File: config.mk
export PLATFORM = sky130hd
export DESIGN_NAME = t_counter_using_sr_flat
export DESIGN_NICKNAME = d
export VERILOG_FILES = /design/src/rtl/t_counter_using_sr_if.sv /design/src/rtl/t_counter_using_sr.sv /design/src/flat_wrapper.sv
export SDC_FILE = /design/constraint.sdc
export NUM_CORES = 1
export LEC_CHECK = 0
export ABC_AREA = 1
export CAP_MARGIN = 20
export CORE_UTILIZATION = 45
export CTS_CLUSTER_DIAMETER = 40
export CTS_CLUSTER_SIZE = 28
export DETAILED_ROUTE_END_ITERATION = 16
export PLACE_DENSITY = 0.68
export SETUP_SLACK_MARGIN = 0.05
export SYNTH_ARGS = -nofsm -noshare
export SYNTH_HDL_FRONTEND = slang
export SYNTH_SLANG_ARGS = --single-unit
File: constraint.sdc
create_clock -name clk -period 4.7 [get_ports clk]
set_input_delay 1.41 -clock clk [delete_from_list [all_inputs] [get_ports clk]]
set_output_delay 1.41 -clock clk [all_outputs]
set_load 0.01 [all_outputs]
File: src/rtl/t_counter_using_sr_if.sv
// Handshake bundle for the SR-flip-flop counter: control and load value in,
// count and status flags out.
interface t_counter_using_sr_if #(
    parameter int WIDTH = 4
);
    logic             en;
    logic             up;
    logic             load;
    logic [WIDTH-1:0] d;
    logic [WIDTH-1:0] q;
    logic             tc;
    logic             wrap;
    logic             sr_fault;

    modport master (
        output en, up, load, d,
        input  q, tc, wrap, sr_fault
    );

    modport slave (
        input  en, up, load, d,
        output q, tc, wrap, sr_fault
    );
endinterface

File: src/rtl/t_counter_using_sr.sv
// Modulo-MODULUS up/down counter whose state bits are SR flip-flops excited
// through T-to-SR logic; adds saturating load, terminal count, wrap pulse and a sticky S&R monitor.
module t_counter_using_sr #(
    parameter int WIDTH   = 4,
    parameter int MODULUS = 10
) (
    input  logic                  clk,
    input  logic                  cr,
    t_counter_using_sr_if.slave   bus
);
    // Compare/increment width is one bit wider so MODULUS = 2**WIDTH is representable.
    localparam logic [WIDTH:0] LAST    = (WIDTH+1)'(MODULUS - 1);
    localparam logic [WIDTH:0] MOD_EXT = (WIDTH+1)'(MODULUS);

    logic [WIDTH-1:0] q_reg;
    logic [WIDTH-1:0] q_next;
    logic [WIDTH-1:0] t_vec;
    logic [WIDTH-1:0] s_vec;
    logic [WIDTH-1:0] r_vec;
    logic [WIDTH:0]   q_ext;
    logic [WIDTH:0]   d_ext;
    logic             at_last;
    logic             at_zero;
    logic             tc_next;
    logic             wrap_reg;
    logic             sr_fault_reg;

    assign q_ext   = {1'b0, q_reg};
    assign d_ext   = {1'b0, bus.d};
    assign at_last = (q_ext == LAST);
    assign at_zero = (q_ext == '0);

    assign tc_next = ~bus.load & bus.en &
                     ((bus.up & at_last) | (~bus.up & at_zero));

    // An out-of-range state counting up falls to 0, so the counter cannot lock up.
    always_comb begin
        q_next = q_reg;
        if (bus.load) begin
            q_next = (d_ext >= MOD_EXT) ? WIDTH'(LAST) : bus.d;
        end else if (bus.en) begin
            if (bus.up) begin
                q_next = (q_ext >= LAST) ? '0 : WIDTH'(q_ext + 1'b1);
            end else begin
                q_next = at_zero ? WIDTH'(LAST) : WIDTH'(q_ext - 1'b1);
            end
        end
    end

    assign t_vec = q_reg ^ q_next;
    assign s_vec = t_vec & ~q_reg;
    assign r_vec = t_vec &  q_reg;

    // One SR flip-flop per state bit; S and R together is illegal and holds.
    generate
        for (genvar gi = 0; gi < WIDTH; gi++) begin : g_sr_bit
            logic q_bit_reg;

            always_ff @(posedge clk or negedge cr) begin
                if (!cr) begin
                    q_bit_reg <= 1'b0;
                end else begin
                    case ({s_vec[gi], r_vec[gi]})
                        2'b10:   q_bit_reg <= 1'b1;
                        2'b01:   q_bit_reg <= 1'b0;
                        default: q_bit_reg <= q_bit_reg;
                    endcase
                end
            end

            assign q_reg[gi] = q_bit_reg;
        end
    endgenerate

    // tc already excludes load, so a load can never raise wrap.
    always_ff @(posedge clk or negedge cr) begin
        if (!cr) begin
            wrap_reg     <= 1'b0;
            sr_fault_reg <= 1'b0;
        end else begin
            wrap_reg <= tc_next;
            if (|(s_vec & r_vec)) begin
                sr_fault_reg <= 1'b1;
            end
        end
    end

    assign bus.q        = q_reg;
    assign bus.tc       = tc_next;
    assign bus.wrap     = wrap_reg;
    assign bus.sr_fault = sr_fault_reg;
endmodule
File: src/flat_wrapper.sv
// flat-port wrapper written by rule: the top's interface ports become plain ports
module t_counter_using_sr_flat 
#(
    parameter int WIDTH   = 4,
    parameter int MODULUS = 10
)
  (clk, cr, bus_en, bus_up, bus_load, bus_d, bus_q, bus_tc, bus_wrap, bus_sr_fault);
  t_counter_using_sr_if #(.WIDTH(WIDTH)) bus_i ();
  input  logic clk;
  input  logic cr;
  input wire logic [$bits(bus_i.en)-1:0] bus_en;
  input wire logic [$bits(bus_i.up)-1:0] bus_up;
  input wire logic [$bits(bus_i.load)-1:0] bus_load;
  input wire logic [$bits(bus_i.d)-1:0] bus_d;
  output wire logic [$bits(bus_i.q)-1:0] bus_q;
  output wire logic [$bits(bus_i.tc)-1:0] bus_tc;
  output wire logic [$bits(bus_i.wrap)-1:0] bus_wrap;
  output wire logic [$bits(bus_i.sr_fault)-1:0] bus_sr_fault;
  assign bus_i.en = bus_en;
  assign bus_i.up = bus_up;
  assign bus_i.load = bus_load;
  assign bus_i.d = bus_d;
  assign bus_q = bus_i.q;
  assign bus_tc = bus_i.tc;
  assign bus_wrap = bus_i.wrap;
  assign bus_sr_fault = bus_i.sr_fault;
  t_counter_using_sr #(.WIDTH(WIDTH), .MODULUS(MODULUS)) u_core (.clk(clk), .cr(cr), .bus(bus_i));
endmodule
==> impl_metrics.csv, run 1 <==
group,metric,value,unit
outcome,status,"complete, but fails checks",
outcome,violations,"DRC",
grt,grtUsageMet2,31.5,%
clock_tree,hold_buffers,0,
die,num_rows,14,
timing,relSlewSlack,69.0,%
yosys,synth_seq_area_share,19.5,%
pwr,switchingPower,0.241,mW
die,io_pins,16,
yosys,ys_warn_count,0,
timing,slew_violations,0,
worst_setup_path,critPathKind,"in -> out",
clock_tree,clkSinkCount,6,
place,gp_congestion,0.838,
route,drc,2,
place,numPortBuffers,15,
timing,period_minus_slack,4.46,ns
clock_tree,htree_levels,1,
clock_tree,cts_setup_buffers,0,
grt,met1_usage,24.5,%
place,place_ws,0.279,ns
route,num_vias,654,
pwr,internal_power,0.230,mW
cells_and_area,layout_commonest_cell,"nand2_1",
yosys,synthesis.nets,124,
cells_and_area,synthToLayoutAreaGrowth,18.2,%
pwr,max-vdd-ir-drop,0.322,mV
timing,tns,0,ns
clock_tree,cts_resized,0,
timing,worst_pin_slew,0.465,ns
timing,setup_slack,0.238,ns
timing,timing.fmax,224,MHz
route,drt-total-wl,1.52,mm
route,detail-route-antenna-nets,0,
worst_setup_path,crit_path_start_kind,"input port",
yosys,synth_area,769,sq um
place,hpwl,1.23,mm
grt,met3_usage,1.25,%
clock_tree,numCtsBuffers,3,
grt,grt_use_total,18.5,%
cells_and_area,layout_common_cells,"nand2_1, ha_1, clkdlybuf4s50_1",
grt,grt_pass1_wl,2.59,mm
worst_setup_path,end_kind,"output pin",
yosys,syn-mean-instance-area,7.69,sq um
timing,period_share,94.9,%
grt,grt_overflow,0,
cells_and_area,layout-drive-gt1-share,17.0,%
hold_path,hold_class,"reg -> reg",
yosys,ys_seq_elements,6,
yosys,async_reset_ff_share,100,%
yosys,synth-edff-count,0,
yosys,yosys_most_used_dff,"dfrtp_1",
pwr,p_leak,0.431,nW
pwr,power_frac_comb,63.2,%
yosys,synth_cells,100,
route,via_per_inst,5.11,
grt,grt_pass1_vias,606,
die,die_h,43.4,um
clock_tree,clk_pin_slew,0.04,ns
worst_setup_path,cp.required,3.29,ns
timing,finalSetupViolCount,0,
die,die-area,1880,sq um
cells_and_area,diodes,0,
clock_tree,cts_tree,"done",
clock_tree,cts_buffer_depth,2,
pwr,seqPwrFrac,27.0,%
die,die-width,43.4,um
timing,hold_violations,0,
route,wl_per_cell,11.9,um
yosys,synth.distinct_cells,25,
die,start_util,49.4,%
worst_setup_path,worstPathArrival,3.05,ns
clock_tree,clk_latency,0.24,ns
timing,grt_setup_unrepaired,"no",
die,core-area,1560,sq um
pwr,switching_share,51.2,%
clock_tree,root_buffer,"clkbuf_4",
route,drt_iter0_drc,13,
cells_and_area,largest_reg_flops,4,
cells_and_area,fill_cells,160,
timing,clock_skew,0.000631,ns
grt,grt_start_max_net_pins,12,
route,first_pass_iters,10,
grt,antenna_found_initial,0,
run,maxCapViolCount,0,
worst_setup_path,crit_fanout,4,
pwr,power_frac_clock,9.9,%
grt,grt-busiest-layer,"met2",
pwr,powerDensity,518,nW/um^2
cells_and_area,nNetsFinal,138,
## final cells by class
class | instances | area [sq um] | share of cell area [%]
flip-flops and latches | 6 | 150 | 16.5
clock buffers | 3 | 22.5 | 2.48
repair buffers | 15 | 150 | 16.5
well taps | 16 | 20.0 | 2.20
inverters | 11 | 43.8 | 4.81
multi-input cells | 77 | 523 | 57.5
## stage by stage
step / std cells / utilization [%] / hold WS [ns] / power (mW) / area, sq um
after floorplan: 100 / - / 0.523 / 0.368 / 769
after global placement: 125 / 56.9 / 0.482 / 0.421 / 887
after detailed placement: 125 / 56.9 / 0.538 / 0.425 / 887
after CTS: 128 / 58.3 / 0.547 / 0.476 / 910
after global routing: 128 / 58.3 / 0.570 / 0.530 / 910
final: 128 / 58.3 / 0.535 / 0.471 / 910
## synthesized netlist by cell type (3+ instances only)
cell | number | area, sq um
a21oi_1 | 5 | 25.0
a21oi_2 | 3 | 26.3
buf_4 | 4 | 30.0
dfrtp_1 | 6 | 150
ha_1 | 15 | 188
inv_1 | 7 | 26.3
inv_2 | 3 | 11.3
nand2_1 | 19 | 71.3
nand2_2 | 3 | 18.8
nand3_1 | 6 | 30.0
nor2_1 | 5 | 18.8
o21ai_0 | 6 | 30.0
## cell families after synthesis
group                    Yosys count  share of synthesized area, %
AND/OR/NAND/NOR                   42                          27.2
XOR/XNOR                           1                          1.14
AO/OA/AOI/OAI                     19                          15.3
flip-flops                         6                          19.5
adder cells (fa/ha/maj)           15                          24.4
buffers and inverters             17                          12.5
## critical path: stages
cell and delay [ns]:
clkdlybuf4s50_1 0.46, inv_1 0.13, nand2_1 0.09, nor3b_1 0.35, clkdlybuf4s50_1 0.61
## power groups by stage
| stage | logic (mW) | registers, mW | clock network (mW) |
|---|---|---|---|
| after floorplan | 0.270 | 0.0979 | 0 |
| after global placement | 0.294 | 0.127 | 0 |
| after detailed placement | 0.297 | 0.128 | 0 |
| after CTS | 0.299 | 0.127 | 0.0496 |
| after global routing | 0.344 | 0.134 | 0.0521 |
| final | 0.297 | 0.127 | 0.0464 |
## layer usage
layer  part of all wire [%]  vias to the layer above  wire (um)
li1                       -                      349          -
met1                     47                      286        715
met2                     48                       19        729
met3                    5.1                        0         77
met4                      0                        0          0
met5                      0                        -          0
## final timing paths
check / from / endpoint / slack, ns / cells past startpoint
worst max-delay path: bus_load / bus_tc / 0.24 / 5
min in group asynchronous: cr / u_core.g_sr_bit[0].q_bit_reg / 1.40 / 1
worst max register to register: u_core.g_sr_bit[0].q_bit_reg / u_core.bus.sr_fault / 2.40 / 10
worst min register to register: u_core.bus.sr_fault / u_core.bus.sr_fault / 0.54 / 2
worst min-delay path: u_core.bus.sr_fault / u_core.bus.sr_fault / 0.54 / 2
max in group asynchronous: cr / u_core.g_sr_bit[2].q_bit_reg / 3.09 / 1
Note: power is estimated with default switching activity, not from simulation.
==> inputs of run 2 (changes only) <==
--- a/config.mk
+++ b/config.mk
@@ -5,7 +5,6 @@
 export SDC_FILE = /design/constraint.sdc
 export NUM_CORES = 1
 export LEC_CHECK = 0
-export ABC_AREA = 1
 export CAP_MARGIN = 20
 export CORE_UTILIZATION = 45
 export CTS_CLUSTER_DIAMETER = 40
==> run 2 against run 1 <==
Global-route usage is 0.30 points higher. Routed wire length rose by 2.6%. Synthesized cell count decreased by 14%. Largest cell class unchanged. Final cell count is 10% lower. Combinational power fell by 12%. Non-clock buffer count increased by 2. Clock skew increased by 0.011 ns. Highest routed layer is now met4. Sequential share of layout area down 0.14 points. Flip-flop and latch count unchanged. The run now ends clean.
==> impl_metrics.csv, run 2 <==
group,metric,value,unit
outcome,status,"finished clean",
yosys,synth-edff-count,0,
run,maxCapViolCount,0,
route,drc,0,
clock_tree,htree_levels,1,
grt,grt_start_max_net_pins,16,
clock_tree,clkSinkCount,6,
worst_setup_path,r2r_setup_slack,2.01,ns
timing,timing.fmax,218,MHz
yosys,synthesis.nets,110,
pwr,max-vdd-ir-drop,0.438,mV
yosys,yosysTopAreaCell,"ha_1",
yosys,ys_seq_elements,6,
timing,finalSetupViolCount,0,
place,placed_area,895,sq um
timing,period_minus_slack,4.58,ns
clock_tree,root_buffer,"clkbuf_4",
timing,tns,0,ns
place,gp_congestion,0.851,
route,via_per_inst,6.00,
worst_setup_path,crit_fanout,6,
worst_setup_path,end_kind,"output pin",
yosys,synth_cells,86,
die,die_h,43.1,um
yosys,async_reset_ff_share,100,%
clock_tree,cts_tree,"done",
worst_setup_path,worstPathArrival,3.17,ns
die,die-area,1860,sq um
clock_tree,cts_setup_buffers,0,
grt,grt_pass1_vias,635,
clock_tree,cts_buffer_depth,2,
yosys,synth.distinct_cells,34,
worst_setup_path,reg2reg_depth,8,
worst_setup_path,cp.required,3.29,ns
route,drt_iter0_drc,13,
cells_and_area,nNetsFinal,125,
route,detail-route-antenna-nets,0,
timing,setup_slack,0.116,ns
yosys,synth_seq_area_share,19.8,%
cells_and_area,layout_common_cells,"ha_1, clkdlybuf4s50_1, inv_1, nor2_1",
pwr,p_leak,0.411,nW
clock_tree,clk_pin_slew,0.04,ns
yosys,synth_most_common_cell,"ha_1",
worst_setup_path,crit_path_start_kind,"input port",
grt,grt_pass1_wl,2.64,mm
die,core-area,1540,sq um
pwr,power_frac_clock,11.4,%
place,place_ws,0.133,ns
cells_and_area,layout-drive-gt1-share,8.08,%
timing,worst_pin_slew,0.488,ns
pwr,switchingPower,0.202,mW
timing,grt_setup_unrepaired,"no",
cells_and_area,largest_reg_flops,4,
die,num_rows,14,
route,num_vias,690,
clock_tree,numCtsBuffers,3,
yosys,syn-mean-instance-area,8.83,sq um
place,numPortBuffers,15,
timing,relSlewSlack,67.0,%
clock_tree,cts_resized,0,
route,first_pass_iters,4,
clock_tree,clk_latency,0.26,ns
pwr,seqPwrFrac,28.8,%
timing,clock_skew,0.0114,ns
yosys,synthTopCellsByArea,"ha_1, dfrtp_1, buf_4",
yosys,synth_area,759,sq um
worst_setup_path,critPathKind,"in -> out",
hold_path,hold_class,"reg -> reg",
worst_setup_path,crit_path_start,"bus_up",
worst_setup_path,r2r_end,"u_core.bus.sr_fault",
route,wl_per_cell,13.6,um
route,drt-total-wl,1.56,mm
timing,period_share,97.5,%
cells_and_area,diodes,0,
grt,antenna_found_initial,0,
yosys,synth_common_cells,"ha_1, inv_1, nor2_1",
cells_and_area,synthToLayoutAreaGrowth,20.8,%
grt,grt_overflow,0,
cells_and_area,final_cell_area,917,sq um
grt,grt_use_total,18.8,%
die,start_util,49.3,%
pwr,powerDensity,474,nW/um^2
timing,hold_violations,0,
yosys,yosysTopAreaCellShare,24.7,%
worst_setup_path,reg2reg_from,"u_core.g_sr_bit[0].q_bit_reg",
timing,slew_violations,0,
worst_setup_path,crit_end,"bus_tc",
die,die-width,43.1,um
die,io_pins,16,
pwr,power_frac_comb,59.8,%
pwr,internal_power,0.232,mW
clock_tree,hold_buffers,0,
yosys,ys_warn_count,0,
yosys,yosys_most_used_dff,"dfrtp_1",
pwr,switching_share,46.6,%
## run 2: how the worst min path moves through the flow
stage | slack [ns] | endpoint | from | cells past startpoint
after floorplan | 0.50 | u_core.bus.sr_fault | u_core.bus.sr_fault | 2
after global placement | 0.45 | u_core.bus.sr_fault | u_core.bus.sr_fault | 2
after detailed placement | 0.46 | u_core.bus.sr_fault | u_core.bus.sr_fault | 2
after CTS | 0.47 | u_core.bus.sr_fault | u_core.bus.sr_fault | 2
after global routing | 0.50 | u_core.bus.sr_fault | u_core.bus.sr_fault | 2
final | 0.47 | u_core.bus.sr_fault | u_core.bus.sr_fault | 2
## run 2: stage by stage
stage | cells | hold WS (ns) | total power, mW | utilization (%)
after floorplan | 86 | 0.504 | 0.319 | -
after global placement | 112 | 0.453 | 0.381 | 58.0
after detailed placement | 112 | 0.463 | 0.386 | 58.0
after CTS | 115 | 0.474 | 0.438 | 59.5
after global routing | 115 | 0.495 | 0.478 | 59.5
final | 115 | 0.470 | 0.434 | 59.5
## run 2: power groups by stage
stage          registers [mW]  logic (mW)  clock network (mW)
2_1_floorplan           0.104       0.215                   0
3_3_place_gp            0.124       0.257                   0
3_5_place_dp            0.126       0.260                   0
4_1_cts                 0.125       0.262              0.0512
5_1_grt                 0.132       0.291              0.0543
6_report                0.125       0.260              0.0496
## run 2: layout make-up
cell class,count,area [sq um]
Tap cell,16,20.0
Clock buffer,3,22.5
Sequential cell,6,150
Inverter,7,26.3
Multi-Input combinational cell,66,533
Fill cell,142,624
Timing Repair Buffer,17,165
## run 2: metal layers
metal	track usage (%)	wire length, um
met3	5.11	66
met2	31.6	758
met5	0	0
met1	23.2	729
met4	5.45	8
## run 2: worst max-delay path, cell delays in order
cell,delay [ns]
clkdlybuf4s50_1,0.51
nor3b_1,0.22
a31oi_1,0.07
nor4_1,0.35
clkdlybuf4s50_1,0.62
## run 2: cells by family (layout without fill, tap and decap cells)
family / Yosys count / count (layout) / synth area share [%]
DFF: 6 / 6 / 19.8
xor gates and xnor gates: 1 / 1 / 1.15
and+or+nand+nor: 22 / 22 / 16.1
muxes: 2 / 2 / 2.64
AOI/OAI and AO/OA: 26 / 26 / 25.5
buffers and inverters: 14 / 27 / 10.1
adders and majority gates: 15 / 15 / 24.7
==> inputs of run 3 (changes only) <==
--- a/config.mk
+++ b/config.mk
@@ -5,6 +5,7 @@
 export SDC_FILE = /design/constraint.sdc
 export NUM_CORES = 1
 export LEC_CHECK = 0
+export ABC_AREA = 0
 export CAP_MARGIN = 20
 export CORE_UTILIZATION = 45
 export CTS_CLUSTER_DIAMETER = 40
==> results of run 3 <==
Same layout as run 2: the final DEF is identical, and so are final timing and power.
